## src/rtl/conway_board.sv

```systemverilog
// Game of Life board: row-serial loading, single-step or free-running evolution,
// generation counter and still-life flag. One conway_logic instance per cell.

module conway_logic (
  input  logic [7:0] nbr_i,
  input  logic       prev_state_i,
  output logic       next_state_o
);

  logic [3:0] count_s;

  // Live-neighbour count and the birth/survival rule
  always_comb begin
    count_s = 4'd0;
    for (int i = 0; i < 8; i++) begin
      count_s = count_s + {3'd0, nbr_i[i]};
    end
    next_state_o = (count_s == 4'd3) || (prev_state_i && (count_s == 4'd2));
  end

endmodule

module conway_board #(
  parameter int ROWS   = 8,
  parameter int COLS   = 8,
  parameter int WRAP   = 1,
  parameter int PERIOD = 1,
  parameter int GEN_W  = 16
) (
  input  logic                 clk,
  input  logic                 rst,
  input  logic                 load_start,
  input  logic                 load_valid,
  input  logic [COLS-1:0]      load_row,
  output logic                 load_ready,
  output logic                 load_done,
  input  logic                 run_en,
  input  logic                 single_step,
  output logic [ROWS*COLS-1:0] cells,
  output logic [GEN_W-1:0]     generation,
  output logic                 stable,
  output logic                 busy
);

  localparam int PTR_W = $clog2(ROWS);
  localparam int PRE_W = (PERIOD > 1) ? $clog2(PERIOD) : 1;

  typedef enum logic [1:0] {IDLE, LOAD, RUN, STEP} state_e;

  state_e               state_q, state_d;
  logic [ROWS*COLS-1:0] board_q, board_d, next_board_s;
  logic [PTR_W-1:0]     ptr_q, ptr_d;
  logic [PRE_W-1:0]     pre_q, pre_d;
  logic [GEN_W-1:0]     gen_q, gen_d;
  logic                 stable_q, stable_d;
  logic                 done_q, busy_q, ready_q;
  logic                 update_s, load_wr_s, load_last_s;

  // Index is always folded into range; off-board cells are masked when not wrapping
  function automatic logic cell_at(input logic [ROWS*COLS-1:0] b, input int r, input int c);
    int rr;
    int cc;
    bit in_range;
    rr       = (r + ROWS) % ROWS;
    cc       = (c + COLS) % COLS;
    in_range = (r >= 0) && (r < ROWS) && (c >= 0) && (c < COLS);
    return ((WRAP != 0) || in_range) ? b[rr * COLS + cc] : 1'b0;
  endfunction

  for (genvar r = 0; r < ROWS; r++) begin : g_row
    for (genvar c = 0; c < COLS; c++) begin : g_col
      logic [7:0] nbr_s;
      // {SE, S, SW, E, W, NE, N, NW}
      assign nbr_s = {cell_at(board_q, r + 1, c + 1), cell_at(board_q, r + 1, c),
                      cell_at(board_q, r + 1, c - 1), cell_at(board_q, r, c + 1),
                      cell_at(board_q, r, c - 1),     cell_at(board_q, r - 1, c + 1),
                      cell_at(board_q, r - 1, c),     cell_at(board_q, r - 1, c - 1)};
      conway_logic u_cell (
        .nbr_i        (nbr_s),
        .prev_state_i (board_q[r * COLS + c]),
        .next_state_o (next_board_s[r * COLS + c])
      );
    end
  end

  // Control FSM: mode transitions, row pointer and tick prescaler
  always_comb begin
    state_d     = state_q;
    ptr_d       = ptr_q;
    pre_d       = pre_q;
    update_s    = 1'b0;
    load_wr_s   = 1'b0;
    load_last_s = 1'b0;
    case (state_q)
      IDLE: begin
        if (load_start) begin
          state_d = LOAD;
          ptr_d   = '0;
        end else if (run_en) begin
          state_d = RUN;
          pre_d   = '0;
        end else if (single_step) begin
          state_d = STEP;
        end else begin
          state_d = IDLE;
        end
      end
      LOAD: begin
        if (load_valid) begin
          load_wr_s = 1'b1;
          if (ptr_q == PTR_W'(ROWS - 1)) begin
            load_last_s = 1'b1;
            state_d     = IDLE;
            ptr_d       = '0;
          end else begin
            ptr_d = ptr_q + PTR_W'(1);
          end
        end else begin
          ptr_d = ptr_q;
        end
      end
      RUN: begin
        // Leaving RUN drops any partial period
        if (!run_en) begin
          state_d = IDLE;
          pre_d   = '0;
        end else if (pre_q == PRE_W'(PERIOD - 1)) begin
          update_s = 1'b1;
          pre_d    = '0;
        end else begin
          pre_d = pre_q + PRE_W'(1);
        end
      end
      STEP: begin
        update_s = 1'b1;
        state_d  = IDLE;
      end
      default: begin
        state_d = IDLE;
      end
    endcase
  end

  // Board, generation and still-life datapath
  always_comb begin
    board_d  = board_q;
    gen_d    = gen_q;
    stable_d = stable_q;
    if (update_s) begin
      board_d  = next_board_s;
      gen_d    = gen_q + GEN_W'(1);
      stable_d = (next_board_s == board_q);
    end else if (load_wr_s) begin
      board_d[int'(ptr_q) * COLS +: COLS] = load_row;
      if (load_last_s) begin
        gen_d    = '0;
        stable_d = 1'b0;
      end else begin
        gen_d = gen_q;
      end
    end else begin
      board_d = board_q;
    end
  end

  // State and output registers
  always_ff @(posedge clk) begin
    if (rst) begin
      state_q  <= IDLE;
      board_q  <= '0;
      ptr_q    <= '0;
      pre_q    <= '0;
      gen_q    <= '0;
      stable_q <= 1'b0;
      done_q   <= 1'b0;
      busy_q   <= 1'b0;
      ready_q  <= 1'b0;
    end else begin
      state_q  <= state_d;
      board_q  <= board_d;
      ptr_q    <= ptr_d;
      pre_q    <= pre_d;
      gen_q    <= gen_d;
      stable_q <= stable_d;
      done_q   <= load_last_s;
      busy_q   <= (state_d != IDLE);
      ready_q  <= (state_d == LOAD);
    end
  end

  assign cells      = board_q;
  assign generation = gen_q;
  assign stable     = stable_q;
  assign load_done  = done_q;
  assign load_ready = ready_q;
  assign busy       = busy_q;

endmodule

```

## config.mk

```make
export PLATFORM = sky130hd
export DESIGN_NAME = conway_board
export DESIGN_NICKNAME = d
export VERILOG_FILES = /design/src/rtl/conway_board.sv
export SDC_FILE = /design/constraint.sdc
export NUM_CORES = 1
export LEC_CHECK = 0
export CORE_UTILIZATION = 45
export DETAILED_ROUTE_END_ITERATION = 6
export PLACE_DENSITY = 0.7
export RECOVER_POWER = 100
export SYNTH_ARGS = -nofsm -noshare
export SYNTH_HDL_FRONTEND = slang
export SYNTH_SLANG_ARGS = --single-unit
```

## constraint.sdc

```tcl
create_clock -name clk -period 7.3 [get_ports clk]
set_input_delay 0.73 -clock clk [delete_from_list [all_inputs] [get_ports clk]]
set_output_delay 0.73 -clock clk [all_outputs]
set_load 0.01 [all_outputs]
```

# Word-level counts from Yosys, hierarchy flattened

Cells that the tools add are included.

RAM bits: 0
Register bits: 90
Input port bits: 14
Word-level logic and storage cells: 771
Memories: 0
Memory bits (read-only): 0
Output and inout port bits: 84
Latch bits: 0

Add/sub/neg operators: 452
Bitwise logic cells: 0
$lt $le $gt $ge: 0
Reductions and logical operators: 137
Muxes and demuxes: 33
Multiply operators: 0
Divide/modulo/power cells: 0
Equal/unequal tests: 138
Shifts and indexed selects: 2

Operators by type and width:

| kind                      | count |
|---|---|
| $add A4 B1 Y4             | 384 |
| $eq A4 B2 Y1 const B      | 128 |
| $add A1 B1 Y2             | 64 |
| $mux W64                  | 2 |
| $bwmux W64                | 1 |
| $eq A64 B64 Y1            | 1 |
| $logic_and A1 B1 Y1       | 64 |
| $logic_or A1 B1 Y1        | 64 |
| $shift A8 B33 Y64 const A | 1 |
| $shiftx A8 B33 Y64        | 1 |
| $mux W16                  | 3 |
| $neg A6 Y33               | 1 |
| $add A16 B1 Y16 const B   | 1 |
| $mux W1                   | 14 |
| $mux W2                   | 6 |
| $reduce_bool A2 Y1        | 5 |
| $mux W3                   | 3 |
| $ne A2 B2 Y1 const B      | 4 |
| $pmux W2 S4               | 1 |
| $pmux W3 S2               | 1 |
| $reduce_and A3 Y1         | 2 |
| $eq A2 B1 Y1 const B      | 2 |
| $eq A2 B2 Y1 const B      | 2 |
| $pmux W1 S2               | 2 |
| other kinds (5)           | 5 |

# Depth between registers and ports, before layout

Gate-level depths: netlist (run 1).

Word-level depth: 12
Depth in mapped cells: 15
Gate-level depth less buffers: 15

# By module

From an unflattened synthesis (run 1), not the netlist that was laid out.

Cells, all modules: 2,009
Area, all modules: 16,938.7 µm²

By module, submodules not included:

| module                                       | sequential area each (µm²) | area an instance (µm²) | instances | cells each |
|---|---|---|---|---|
| conway_logic at g_row[0].g_col[0].u_cell ... | 0.0                        | 185.2                  | 36        | 23 |
| conway_logic at g_row[1].g_col[2].u_cell ... | 0.0                        | 200.2                  | 28        | 23 |
| conway_board                                 | 1,781.7                    | 4,667.0                | 1         | 537 |

# Worst setup path after synthesis (run 1)

OpenSTA, ideal clock, no wires.

Path kind: reg-to-reg
From: reg board_q[40], in the netlist cells[40]
To: reg stable_q, in the netlist stable
Cell stages (with the launch flop): 16
Path buffers: 0
Period minus slack after synthesis: 4.399 ns
Setup slack: 2.901 ns
Setup time: 0.069 ns
Data arrival time: 4.330 ns
Cell sequence: dfxtp_1 -> ha_1 -> inv_1 -> fa_1 -> fa_1 -> inv_1 -> fa_1 -> inv_1 -> fa_1 -> or3b_1 -> nand2_1 -> o211ai_1 -> or4_1 -> nor4_1 -> nand4_1 -> o21ai_1

Word-level cells in the longest chain between the ends: 12
Elaborated cells between the ends (all ways): 71
Those cells by class: 35 x add/sub; 17 x eq/ne; 1 x mux; 18 x reduce/logical

Ends and longest elaborated chain:

| what                        | RTL line | source |
|---|---|---|
| from (decl)                 | 51       | `logic [ROWS*COLS-1:0] board_q, board_d, next_board_s;` |
| from (signal assigned)      | 180      | `board_q <= board_d;` |
| $add A1 B1 Y2               | 16       | `count_s = count_s + {3'd0, nbr_i[i]};` |
| $add A4 B1 Y4 (6 in series) | 16       |  |
| $eq A4 B2 Y1                | 18       | `next_state_o = (count_s == 4'd3) \|\| (prev_state_i && (count_s == 4'd2));` |
| $logic_and A1 B1 Y1         | 18       |  |
| $logic_or A1 B1 Y1          | 18       |  |
| $eq A64 B64 Y1 (*)          | 152      | `stable_d = (next_board_s == board_q);` |
| $mux W1 (*)                 | 149      | `if (update_s) begin` |
| to (signal assigned)        | 184      | `stable_q <= stable_d;` |
| to (decl)                   | 55       | `logic stable_q, stable_d;` |

Every way passes the cells marked *; elsewhere a longest branch is shown, timed or not.
A chain may end at the register's enable or synchronous reset.

# Worst setup path in the final report (run 1)

From: in run_en
To: reg board_q[52], in the netlist cells[52]

Word-level cells in the longest chain between the ends: 3
Elaborated cells between the ends (all ways): 4
Those cells by class: 3 x mux; 1 x reduce/logical

Ends and longest elaborated chain:

| what                                           | RTL line | source |
|---|---|---|
| from (decl)                                    | 37       | `input logic run_en,` |
| $mux W1 (*)                                    | 124      | `if (!run_en) begin` |
| $pmux W1 S2 (*)                                | 94       | `case (state_q)` |
| $mux W64 or $reduce_bool A2 Y1 (tied branches) | --       |  |

Marks and branches as above.

==> impl_metrics.toml, run 1 <==
[detailed_routing]
drt-total-wl_mm = 62.0
via_per_inst = 5.93
vias = 15400
drcViolationCount = 0
wl_per_cell_um = 23.8
drtAntennaViolNets = 0
dr.pass1.iters = 5
drt_iter0_drc = 1302

[critical_path]
cp.buffers_inverters = 3
r2r_cells = 16
rr_endpoint = "stable$_SDFFE_PP0P_"
crit_top_cell = "clkbuf_1"
crit_cells = 7
crit_chain = "dlygate4sd3_1, o21ai_4, clkbuf_1, clkbuf_1, nor4_1, a221oi_1, nor2_1"
crit_slowest_cell = "clkbuf_1"
cp.required_ns = 7.56
crit_family = "buffers and inverters"
arrival_ns = 5.65
cp-end-kind = "flip-flop"
r2r-start = "cells[56]$_SDFFE_PP0P_"
cp_max_fo = 40
r2r_slack_ns = 2.03
start_kind = "primary input"
crit_type = "primary input to flip-flop"
cpPeakStageDelay_ns = 1.96

[hold_path]
whs_path_depth = 2
hp-start = "generation[1]$_SDFFE_PP0P_"
min_to = "generation[1]$_SDFFE_PP0P_"
hp-class = "flip-flop to flip-flop"

[die]
rows = 71
io_pins = 98
die_x_um = 199
die_y_um = 199
core_area_um2 = 37800
die_area_um2 = 39500
initial_utilization_pct = 46.0

[yosys]
ys_types = 68
synth-xor-area-share_pct = 0.101
muxShareOfSynthArea_pct = 1.16
synthTopCellsByArea = "fa_1 (29%), ha_1 (14%), dfxtp_1 (10%)"
yosysSeqAreaShare_pct = 10.2
synth_top_family_by_area = "adder cells"
ys_ff_latch = 89
synth.top_cell.area_share_pct = 29.4
avgSynthCellArea_um2 = 8.42
yosysMostFrequentCell = "inv_1"
yosys.area.top_type = "fa_1"
syn_inst = 2068
synth_compound_area_share_pct = 13.6
synth_adder_area_share_pct = 43.6
synth-edff-count = 0
yosys_warnings = 0
yosys-top-cells-count = "inv_1 (463), fa_1 (256), ha_1 (197)"
synth-simple-area-share_pct = 17.6
netlist_area_um2 = 17400
ys.flop_type = "dfxtp_1"
synth_nets = 2535
async_reset_ff_share_pct = 0

[run]
timing.max_cap.violations = 2

[pwr]
power_frac_comb_pct = 36.5
power_density_nw_per_um2 = 90.1
switching_share_pct = 41.8
power_mw = 1.69
p_sw_mw = 0.707
peakVddDrop_mv = 0.0924
seq_power_share_pct = 32.6
p_int_mw = 0.985
p_leak_nw = 8.59
power.share.clock_pct = 31.0

[placed_design]
hpwl_mm = 50.3
io_buffers = 97
place_congestion = 1.07

[sta]
max_freq_mhz = 186
rsz0062_at_grt = "false"
post-route-min-period_ns = 5.39
layout_worst_path_cycle_share_pct = 73.8
tns_ns = 0
finalHoldViolCount = 0
finalClockSkew_ns = 0.0178
worst_pin_slew_ns = 2.65
max_slew_margin_pct = -76.8
setup-violations-final = 0
final_max_slew_viol_count = 78

[run_status]
violations = "capacitance limit, slew limit"
status = "finished with violations"

[finish]
fin_nets = 2555
final_util_pct = 49.6
seqCellArea_um2 = 1780
fillers = 3737
drive_gt1_share_pct = 2.34
syn_to_final_growth_pct = 7.85
multiInputGateArea_um2 = 13300

[global_route]
grt_overflow = 0
grt_usage_pct = 32.6
antenna_found_initial = 2
grt_max_degree = 51
grt_pass1_vias = 15200
grt_first_pass_wirelength_mm = 93.6

[cts]
cts.sinks = 89
cts_tree = "yes"
postCtsSetupRepairBufs = 0
cts_made_buffers = 9
cts-root-buf = "clkbuf_16"
cts.clk_slew.worst_paths_ns = 0.09
h-tree-depth = 3
ctsHoldBuffers = 0
clock_latency_ns = 0.40
cts_resized = 0
clockBufferDepth = 2
## how the worst max path moves through the flow
stage,endpoint,slack [ns],startpoint
final,cells[52]$_SDFFE_PP0P_,1.91,run_en
after CTS,stable$_SDFFE_PP0P_,2.26,cells[40]$_SDFFE_PP0P_
after detailed placement,stable$_SDFFE_PP0P_,2.27,cells[40]$_SDFFE_PP0P_
after floorplan,stable$_SDFFE_PP0P_,2.90,cells[40]$_SDFFE_PP0P_
after global routing,cells[52]$_SDFFE_PP0P_,1.80,run_en
after global placement,stable$_SDFFE_PP0P_,2.28,cells[33]$_SDFFE_PP0P_
## flip-flops by register name, summed over array words and instances, names as in the netlist
name and flops:
stable 1, state_q 2, busy 1, load_ready 1, load_done 1, generation 16, cells 64, ptr_q 3
## power by group through the flow
stage / Sequential, mW / Combinational [mW] / Clock, mW
detailed placement: 0.563 / 0.610 / 0
CTS: 0.551 / 0.613 / 0.532
floorplan: 0.543 / 0.429 / 0
finish: 0.551 / 0.617 / 0.524
global route: 0.556 / 0.687 / 0.549
global placement: 0.562 / 0.594 / 0
## logic make-up (layout without fill, tap and decap cells)
family,count (synthesis),after routing
other cells,0,1
compound gates,359,359
simple gates,577,577
mux,20,20
xor+xnor,2,2
fa+ha+maj,453,453
flops,89,89
buf+inv,568,593
## per-stage QoR
stage	hold slack, ns	std cells	cell area, µm²	worst slack, ns
global placement	0.491	2588	18500	2.28
detailed placement	0.501	2588	18500	2.27
global route	0.539	2604	18800	1.80
CTS	0.512	2604	18800	2.26
floorplan	0.479	2068	17400	2.90
finish	0.506	2605	18800	1.91
## final cells by class
class	instances	area share [%]
diodes	1	0.0133
well taps	511	3.40
flip-flops and latches	89	9.48
clock buffers	9	1.20
repair buffers	114	5.65
inverters	463	9.25
multi-input cells	1411	70.6
clock inverters	7	0.366
## placed cells by master (no fill, tap or decap), drive strengths merged, types with 10 or more instances in the layout
cell and n:
a31oi 15, nor2 167, nand2 95, a311oi 11
clkdlybuf4s50 17, a21oi 117, a2111oi 22, ha 197
o2111ai 14, mux2i 19, nand3 44, nor2b 40
nand3b 11, a22oi 34, inv 467, o21ai 51
dlygate4sd3 79, or3b 17, clkbuf 18, dfxtp 89
nor4b 14, nand4 16, nor4 10, nand2b 27
nor3b 54, fa 256, nor3 32, a211oi 30
## routing by layer
layer | global-route usage, % | share of wire (%) | vias to the layer above
met1 | 41.8 | 40 | 7602
met4 | 19.7 | 7.0 | 2
met5 | 0 | 0.029 | -
li1 | - | - | 6858
met3 | 6.27 | 8.4 | 214
met2 | 50.8 | 45 | 770
## tightest hold or removal path: cells and delay by family (launching register included)
kind | cells | cell delay [ns]
AO/OA/AOI/OAI | 1 | 0.06
flip-flops | 1 | 0.34
AND/OR/NAND/NOR | 1 | 0.07
(Power assumes the default switching activity.)
==> run 2: changes to the inputs <==
--- a/config.mk
+++ b/config.mk
@@ -7,7 +7,7 @@
 export LEC_CHECK = 0
 export CORE_UTILIZATION = 45
 export DETAILED_ROUTE_END_ITERATION = 6
-export PLACE_DENSITY = 0.7
+export PLACE_DENSITY = 0.72
 export RECOVER_POWER = 100
 export SYNTH_ARGS = -nofsm -noshare
 export SYNTH_HDL_FRONTEND = slang
==> constraint.sdc (replaced) <==
create_clock -name clk -period 4.6 [get_ports clk]
set_input_delay 0.46 -clock clk [delete_from_list [all_inputs] [get_ports clk]]
set_output_delay 0.46 -clock clk [all_outputs]
set_load 0.01 [all_outputs]
==> run 2 against run 1 <==
The flow now finishes without violations. Cell area rose by 6.0%. Worst setup slack lost 1.8 ns. Non-clock buffer count grew 136. Hold slack got worse by 0.018 ns. Clock power is 63% higher. Die area unchanged. Critical path depth is 9 higher. Clock skew decreased by 0.0021 ns. Count of clock-buffer cells in the layout did not move. Combinational power up 82%. Highest routed layer unchanged.
==> impl_metrics.toml, run 2 (synthesized netlist as in run 1, its figures left out) <==
[finish]
drive_gt1_share_pct = 9.02
layout_common_cells = "inv_1 (460), fa_1 (254), ha_1 (197), nor2_1 (167), buf_4 (139)"
final_common_cell = "inv_1"
fin_nets = 2691
largest_register_ffs = 64
syn_to_final_growth_pct = 14.3
fillers = 3625

[detailed_routing]
via_per_inst = 5.83
drt-total-wl_mm = 65.7
drt_iter0_drc = 1311
drcViolationCount = 0
vias = 16000
dr.pass1.iters = 7
wl_per_cell_um = 24.0
drtAntennaViolNets = 0

[global_route]
antenna_found_initial = 3
grt_overflow = 0
grt_usage_pct = 34.3
grt_pass1_vias = 16000
grt_first_pass_wirelength_mm = 98.1
grt_max_degree = 76

[cts]
cts.sinks = 89
cts_made_buffers = 9
cts-root-buf = "clkbuf_16"
clockBufferDepth = 2
h-tree-depth = 3
ctsHoldBuffers = 0
clock_latency_ns = 0.40
cts_tree = "yes"
cts.clk_slew.worst_paths_ns = 0.09

[die]
die_y_um = 199
die_x_um = 199
initial_utilization_pct = 46.0
die_area_um2 = 39500
core_area_um2 = 37800
io_pins = 98
rows = 71

[critical_path]
cp_max_fo = 7
crit_path_start = "cells[41]$_SDFFE_PP0P_"
crit_top_cell = "fa_1"
cpPeakStageDelay_ns = 0.50
rr_endpoint = "stable$_SDFFE_PP0P_"
cp.buffers_inverters = 4
crit_family = "adder cells"
r2r_slack_ns = 0.07
start_kind = "flip-flop"
r2r_cells = 16
crit_type = "flip-flop to flip-flop"
cp.required_ns = 4.94
arrival_ns = 4.87
crit_chain = "buf_4, ha_1, inv_1, fa_1, fa_1, inv_1, fa_1, inv_1, fa_1, a21oi_1, a221oi_1, a211oi_1, o2111ai_1, nor4_1, nand4_1, o21ai_1"
endpoint = "stable$_SDFFE_PP0P_"
crit_slowest_cell = "fa_1"
cp-end-kind = "flip-flop"
r2r-start = "cells[41]$_SDFFE_PP0P_"
crit_cells = 16

[sta]
max_freq_mhz = 221
finalHoldViolCount = 0
setup_slack_ns = 0.0671
setup-violations-final = 0
finalClockSkew_ns = 0.0157
max_slew_margin_pct = 17.7
final_max_slew_viol_count = 0
layout_worst_path_cycle_share_pct = 98.5
post-route-min-period_ns = 4.53
worst_pin_slew_ns = 1.23

[pwr]
p_leak_nw = 9.18
power_density_nw_per_um2 = 141
power_mw = 2.80
peakVddDrop_mv = 0.144

[placed_design]
hpwl_mm = 54.5
dpl_worst_slack_ns = -0.0174
place_congestion = 1.06
io_buffers = 97

[run]
timing.max_cap.violations = 0

[run_status]
status = "finished clean"

[hold_path]
hp-class = "primary input to flip-flop"
==> run 2: power by group <==
part | internal, mW | leakage [nW] | total [mW] | switching, mW
clock | 0.427 | 0.139 | 0.852 | 0.425
sequential | 0.795 | 0.723 | 0.828 | 0.0333
combinational | 0.446 | 8.32 | 1.12 | 0.675
==> run 2: stage by stage <==
| stage | std cells | hold WS, ns | TNS [ns] | utilization (%) | cell area (µm²) |
|---|---|---|---|---|---|
| global placement | 2715 | 0.490 | 0 | 51.5 | 19500 |
| CTS | 2731 | 0.477 | 0 | 52.3 | 19800 |
| finish | 2741 | 0.488 | 0 | 52.6 | 19900 |
| floorplan | 2068 | 0.479 | 0 | - | 17400 |
| detailed placement | 2715 | 0.500 | -0.0174 | 51.5 | 19500 |
| global route | 2740 | 0.489 | -0.0416 | 52.6 | 19900 |
==> run 2: final cells by class <==
class / count / area, µm² / area share [%]
multi-input combinational: 1411 / 13300 / 67.0
timing repair buffer: 250 / 2080 / 10.5
sequential: 89 / 1790 / 8.98
inverter: 463 / 1750 / 8.79
tap: 511 / 639 / 3.21
clock buffer: 9 / 225 / 1.13
clock inverter: 7 / 78.8 / 0.396
antenna: 1 / 2.50 / 0.0126
==> run 2: worst register-to-register path: stages, from the launching register on <==
cell	delay (ns)
dfxtp_1	0.42
buf_4	0.23
ha_1	0.26
inv_1	0.07
fa_1	0.44
fa_1	0.50
inv_1	0.06
fa_1	0.42
inv_1	0.10
fa_1	0.48
a21oi_1	0.17
a221oi_1	0.15
a211oi_1	0.41
o2111ai_1	0.27
nor4_1	0.23
nand4_1	0.12
o21ai_1	0.14
==> run 2: repair_timing <==
action	in CTS	in global routing
buffers inserted	0	9
pin swaps	0	2
gates resized for setup	1	24
endpoints found under the setup margin	1	1
gates cloned	0	0
==> run 2: per-layer routing <==
metal  global-route usage (%)  vias up  wire length, µm
met2                     54.9      758            29700
li1                         -     7118                -
met5                        0        -               25
met4                     21.2        4             4620
met1                     42.1     7887            25600
met3                     7.43      221             5730
==> run 2: worst min path at each step <==
stage	from	end	slack (ns)	cells past startpoint
detailed placement	generation[15]$_SDFFE_PP0P_	generation[15]$_SDFFE_PP0P_	0.50	2
finish	rst	load_done$_SDFF_PP0_	0.49	2
CTS	rst	load_done$_SDFF_PP0_	0.48	2
floorplan	ptr_q[1]$_SDFFE_PP0P_	ptr_q[1]$_SDFFE_PP0P_	0.48	2
global placement	generation[15]$_SDFFE_PP0P_	generation[15]$_SDFFE_PP0P_	0.49	2
global route	rst	ptr_q[0]$_SDFFE_PP0P_	0.49	2
==> run 3: changes to the inputs <==
--- a/config.mk
+++ b/config.mk
@@ -5,8 +5,10 @@
 export SDC_FILE = /design/constraint.sdc
 export NUM_CORES = 1
 export LEC_CHECK = 0
+export ABC_CLOCK_PERIOD_IN_PS = 4600
 export CORE_UTILIZATION = 45
 export DETAILED_ROUTE_END_ITERATION = 6
+export HOLD_SLACK_MARGIN = 0.12
 export PLACE_DENSITY = 0.72
 export RECOVER_POWER = 100
 export SYNTH_ARGS = -nofsm -noshare
==> results of run 3 <==
The final DEF is identical to that of run 2; final timing and power are the same.
